<file path="src/rtl/gf180mcu_ocd_io__ring_pwr_seq.sv">
// gf180mcu_ocd_io__ring_pwr_seq
// Power/enable sequencer for the GF180 I/O ring. Debounces the I/O and core
// supply-good detectors, then releases pad isolation, input enable and output
// enable in that order. Tears them down in reverse order when the enable
// request drops, and forces immediate isolation when either supply is lost.
// Every output is a flop loaded from the next-state decode, so the pad
// controls change on the same edge as STATE and are never combinational.
module gf180mcu_ocd_io__ring_pwr_seq #(
    parameter int unsigned DEB_CYCLES    = 16,
    parameter int unsigned SETTLE_CYCLES = 64,
    parameter int unsigned CNT_W         = 8
) (
    input  logic       CLK,
    input  logic       RST,
    input  logic       DVDD_OK,
    input  logic       VDD_OK,
    input  logic       EN_REQ,
    output logic       ISO_N,
    output logic       IE_EN,
    output logic       OE_EN,
    output logic       READY,
    output logic       FAULT,
    output logic [2:0] STATE
);

    typedef enum logic [2:0] {
        S_OFF     = 3'd0,
        S_WAIT    = 3'd1,
        S_DEB     = 3'd2,
        S_REL_ISO = 3'd3,
        S_EN_IE   = 3'd4,
        S_RUN     = 3'd5,
        S_SD_OE   = 3'd6,
        S_SD_IE   = 3'd7
    } state_t;

    // Terminal counter values; a dwell of N cycles ends when cnt reaches N-1.
    localparam logic [CNT_W-1:0] DEB_LAST    = CNT_W'(DEB_CYCLES - 1);
    localparam logic [CNT_W-1:0] SETTLE_LAST = CNT_W'(SETTLE_CYCLES - 1);

    logic             dvdd_meta;
    logic             dvdd_sync;
    logic             vdd_meta;
    logic             vdd_sync;
    logic             pg;

    state_t           state;
    state_t           state_next;
    logic [CNT_W-1:0] cnt;
    logic [CNT_W-1:0] cnt_next;

    logic             deb_done;
    logic             settle_done;
    logic             powered_state;
    logic             supply_loss;
    logic             counting;

    logic             iso_next;
    logic             ie_next;
    logic             oe_next;
    logic             ready_next;
    logic             fault_next;

    // Two-flop synchronisers for the asynchronous supply-good detectors
    always_ff @(posedge CLK or posedge RST) begin
        if (RST) begin
            dvdd_meta <= 1'b0;
            dvdd_sync <= 1'b0;
            vdd_meta  <= 1'b0;
            vdd_sync  <= 1'b0;
        end else begin
            dvdd_meta <= DVDD_OK;
            dvdd_sync <= dvdd_meta;
            vdd_meta  <= VDD_OK;
            vdd_sync  <= vdd_meta;
        end
    end

    assign pg          = dvdd_sync & vdd_sync;
    assign deb_done    = (cnt == DEB_LAST);
    assign settle_done = (cnt == SETTLE_LAST);

    // States 3..7 have released isolation at some point, so losing either
    // supply there must snap the pads back to isolation immediately.
    assign powered_state = state inside {S_REL_ISO, S_EN_IE, S_RUN, S_SD_OE, S_SD_IE};
    assign supply_loss   = powered_state & ~pg;

    // Only dwell states count; the others hold the counter at zero so it can
    // never wrap.
    assign counting = state inside {S_DEB, S_REL_ISO, S_EN_IE, S_SD_OE, S_SD_IE};

    // Next-state decode; supply loss overrides every other transition
    always_comb begin
        state_next = state;
        if (supply_loss) begin
            state_next = EN_REQ ? S_WAIT : S_OFF;
        end else begin
            case (state)
                S_OFF: begin
                    if (EN_REQ) state_next = S_WAIT;
                end
                S_WAIT: begin
                    if (!EN_REQ)  state_next = S_OFF;
                    else if (pg)  state_next = S_DEB;
                end
                S_DEB: begin
                    if (!EN_REQ)       state_next = S_OFF;
                    else if (!pg)      state_next = S_WAIT;
                    else if (deb_done) state_next = S_REL_ISO;
                end
                S_REL_ISO: begin
                    if (!EN_REQ)          state_next = S_SD_IE;
                    else if (settle_done) state_next = S_EN_IE;
                end
                S_EN_IE: begin
                    if (!EN_REQ)          state_next = S_SD_IE;
                    else if (settle_done) state_next = S_RUN;
                end
                S_RUN: begin
                    if (!EN_REQ) state_next = S_SD_OE;
                end
                S_SD_OE: begin
                    if (settle_done) state_next = S_SD_IE;
                end
                S_SD_IE: begin
                    if (settle_done) state_next = S_OFF;
                end
                default: state_next = S_OFF;
            endcase
        end
    end

    // Dwell counter: restarts on every state change, advances while holding
    always_comb begin
        cnt_next = '0;
        if ((state_next == state) && counting) begin
            cnt_next = cnt + 1'b1;
        end
    end

    // Pad-control decode of the state about to be entered
    always_comb begin
        iso_next   = 1'b0;
        ie_next    = 1'b0;
        oe_next    = 1'b0;
        ready_next = 1'b0;
        case (state_next)
            S_REL_ISO: begin
                iso_next = 1'b1;
            end
            S_EN_IE: begin
                iso_next = 1'b1;
                ie_next  = 1'b1;
            end
            S_RUN: begin
                iso_next   = 1'b1;
                ie_next    = 1'b1;
                oe_next    = 1'b1;
                ready_next = 1'b1;
            end
            S_SD_OE: begin
                iso_next = 1'b1;
                ie_next  = 1'b1;
            end
            S_SD_IE: begin
                iso_next = 1'b1;
            end
            default: begin
                iso_next   = 1'b0;
                ie_next    = 1'b0;
                oe_next    = 1'b0;
                ready_next = 1'b0;
            end
        endcase
    end

    // Sticky supply-loss flag: set wins, otherwise cleared while EN_REQ is low
    assign fault_next = supply_loss | (FAULT & EN_REQ);

    // State, counter and registered outputs all update on the same edge
    always_ff @(posedge CLK or posedge RST) begin
        if (RST) begin
            state <= S_OFF;
            cnt   <= '0;
            ISO_N <= 1'b0;
            IE_EN <= 1'b0;
            OE_EN <= 1'b0;
            READY <= 1'b0;
            FAULT <= 1'b0;
        end else begin
            state <= state_next;
            cnt   <= cnt_next;
            ISO_N <= iso_next;
            IE_EN <= ie_next;
            OE_EN <= oe_next;
            READY <= ready_next;
            FAULT <= fault_next;
        end
    end

    assign STATE = state;

endmodule

</file>
<file path="config.mk">
export PLATFORM = sky130hd
export DESIGN_NAME = gf180mcu_ocd_io__ring_pwr_seq
export DESIGN_NICKNAME = d
export VERILOG_FILES = /design/src/rtl/gf180mcu_ocd_io__ring_pwr_seq.sv
export SDC_FILE = /design/constraint.sdc
export NUM_CORES = 1
export LEC_CHECK = 0
export ABC_CLOCK_PERIOD_IN_PS = 4400
export CORE_UTILIZATION = 55
export CTS_CLUSTER_SIZE = 28
export DETAILED_ROUTE_END_ITERATION = 6
export GPL_TIMING_DRIVEN = 0
export PLACE_DENSITY = 0.89
export SKIP_CTS_REPAIR_TIMING = 1
export SYNTH_ARGS = -nofsm -noshare
export SYNTH_HDL_FRONTEND = slang
export SYNTH_SLANG_ARGS = --single-unit
</file>
<file path="constraint.sdc">
create_clock -name CLK -period 4.4 [get_ports CLK]
set_input_delay 0.44 -clock CLK [delete_from_list [all_inputs] [get_ports CLK]]
set_output_delay 0.44 -clock CLK [all_outputs]
set_load 0.05 [all_outputs]
</file>
==> impl_metrics.yaml <==
timing:
  rsz0062_at_grt: "no"
  max_slew_margin_pct: 54.6
  period_share_pct: 46.1
  setup_violations: 0
  tightest_slew_ns: 0.680
  setup_ws_ns: 2.37
  hold_viol: 0
  fin_hold_ws_ns: 0.371
  slew_violations: 0
  clock_skew_ns: 0.00117
  tns_ns: 0
  min_period_ns: 2.03
  fmaxAchievable_mhz: 493
logic_synthesis:
  synth_compound_area_share_pct: 17.8
  synth_commonest_cells: "19 x dfrtp_1, 8 x nor2_1, 6 x nand2_1, 5 x a21oi_1, 5 x xnor2_1"
  seq_area_frac_synth_pct: 46.0
  synth-simple-area-share_pct: 22.9
  synth_cells: 92
  yosysMostFrequentCell: "dfrtp_1"
  yosys_warnings: 0
  muxShareOfSynthArea_pct: 0.969
  synthTopCellsByArea: "dfrtp_1 46%, xnor2_1 4.2%, nor2_1 2.9%, a21oi_1 2.4%, nor4b_4 2.3%"
  synth.distinct_cells: 44
  synth_edf_count: 0
  synth_top_area_cell: "dfrtp_1"
  synth_top_area_share_pct: 46.0
  synth-adder-area-share_pct: 1.21
  syn-cell-area_um2: 1030
  ys.flop_type: "dfrtp_1"
  synthesis.nets: 98
  async_flop_share_pct: 100
  synth_top_family_by_area: "simple AND/OR/NAND/NOR gates"
  synth_xor_area_share_pct: 5.08
  yosys_register_bits: 19
  synth_area_per_cell_um2: 11.2
clock_tree:
  cts_tree: "yes"
  cts_buffers: 3
  cts_root_buf: "clkbuf_4"
  clockBufferDepth: 2
  clkTransAtPathRegs_ns: 0.10
  htree_num_levels: 1
  cts_sinks: 19
  insertion_delay_ns: 0.28
drt:
  dr_wl_met2_um: 910
  drc: 0
  vias: 725
  ant_nets: 0
  via_per_inst: 5.45
  met3_length_um: 75
  first_pass_iters: 4
  drt_iter0_drc: 9
  wire_per_inst_um: 13.8
  highest_layer: "met4"
  drt-met1-wl_um: 837
  drt_wl_total_um: 1840
worst_setup_path:
  worstPathRequired_ns: 3.96
  end_kind: "output pin"
  path_cells: "clkdlybuf4s50_1"
  r2r_start: "cnt[0]"
  crit_path_start: "STATE[2]"
  worstSetupPathDepth: 1
  worst-r2r-cell-count: 7
  cp_num_buf_inv: 1
  start_kind: "register"
  slowest_stage: "clkdlybuf4s50_1"
  cp_max_fo: 5
  crit_family: "buffers and inverters"
  critical_path.max_stage_delay_ns: 0.84
  crit_type: "reg -> out"
  crit_arrival_ns: 1.59
floorplan:
  die-area_um2: 2060
  core_um2: 1750
  die_h_um: 45.4
  start_util_pct: 59.2
  die_w_um: 45.4
  rows: 15
  ioPinCount: 13
outcome:
  status: "finished clean"
placed_design:
  pre_cts_ws_ns: 2.32
  dpl-instance-area_um2: 1180
  dp_hpwl_um: 1390
  place_congestion: 0.849
  portBuffers: 12
global_routing:
  grt_max_degree: 20
  antenna_found_initial: 0
  grt_pass1_vias: 679
  grt_usage_pct: 21.0
  gr-total-overflow: 0
  grt_pass1_wl_um: 2980
final_layout:
  layout.nets: 115
  drive_gt1_share_pct: 22.2
  antenna_cells: 0
  stdcell_area_um2: 1210
  utilization_pct: 69.4
  area_growth_pct: 17.2
flow_run:
  drv_cap: 0
min_path:
  whs_path_depth: 0
  hold_start: "dvdd_meta"
  hold_path_class: "reg -> reg"
power_and_ir_drop:
  power_density_nw_per_um2: 248
  ir_drop_mv: 0.227
  power_leakage_uw: 0.000505
## sequential cells by signal, summed over array words and instances (netlist names)
name	cells
vdd_sync	1
ISO_N	1
cnt	8
vdd_meta	1
FAULT	1
READY	1
dvdd_sync	1
STATE	3
dvdd_meta	1
IE_EN	1
## worst register-to-register path: cells and delay by family (launching register included)
| kind | cells | cell delay [ns] |
|---|---|---|
| compound gates | 3 | 0.51 |
| flops | 1 | 0.41 |
| simple gates | 2 | 0.43 |
| fa+ha+maj | 1 | 0.23 |
| buf+inv | 1 | 0.13 |
## placed cells by master, fill, tap and decap left out, drive strengths merged
master / n
a211o: 2
a21bo: 1
a21o: 1
a21oi: 6
a221oi: 2
a22o: 1
a31o: 1
a31oi: 2
and2: 1
and3: 3
and4: 1
and4bb: 1
buf: 6
clkbuf: 4
clkdlybuf4s50: 12
dfrtp: 19
ha: 1
inv: 4
mux2i: 1
nand2: 6
nand2b: 1
nand3: 2
nand4: 1
nor2: 8
nor2b: 3
nor3: 2
nor3b: 1
nor4: 2
nor4b: 1
o2111ai: 1
o211ai: 1
o21ai: 3
or2b: 1
xnor2: 5
xor2: 1
## power by group
group          switching, µW  total, µW  internal, µW
combinational           23.4       37.1          13.7
sequential              1.74        180           178
clock                   48.6       83.8          35.2
## cell type report
type,instances,area (µm²)
clock buffer,4,26.3
tap,25,31.3
inverter,4,15.0
timing repair buffer,12,120
multi-input combinational,63,495
buffer,6,47.5
sequential,19,475
fill,124,534
## metal layers
metal	track usage, %	vias up
met5	0	-
met4	7.27	0
met3	3.60	2
met2	34.8	23
met1	27.7	339
li1	-	361
## cells by family (layout without fill, tap and decap cells)
family / count (synthesis) / in the layout
and+or+nand+nor: 34 / 34
muxes: 1 / 1
adders and majority gates: 1 / 1
xor gates and xnor gates: 6 / 6
DFF: 19 / 19
buffers and inverters: 10 / 26
AOI/OAI and AO/OA: 21 / 21
## stage by stage
stage | instances | total power [µW]
floorplan | 92 | 209
global placement | 129 | 220
detailed placement | 129 | 221
CTS | 133 | 306
global route | 133 | 316
finish | 133 | 301
## final timing paths
check	endpoint	slack (ns)
setup reg to reg	READY	2.62
hold / removal	dvdd_sync	0.37
max in group asynchronous	READY	3.42
hold reg to reg	dvdd_sync	0.37
setup / recovery	STATE[2]	2.37
min in group asynchronous	STATE[1]	0.55
(Power assumes the default switching activity.)
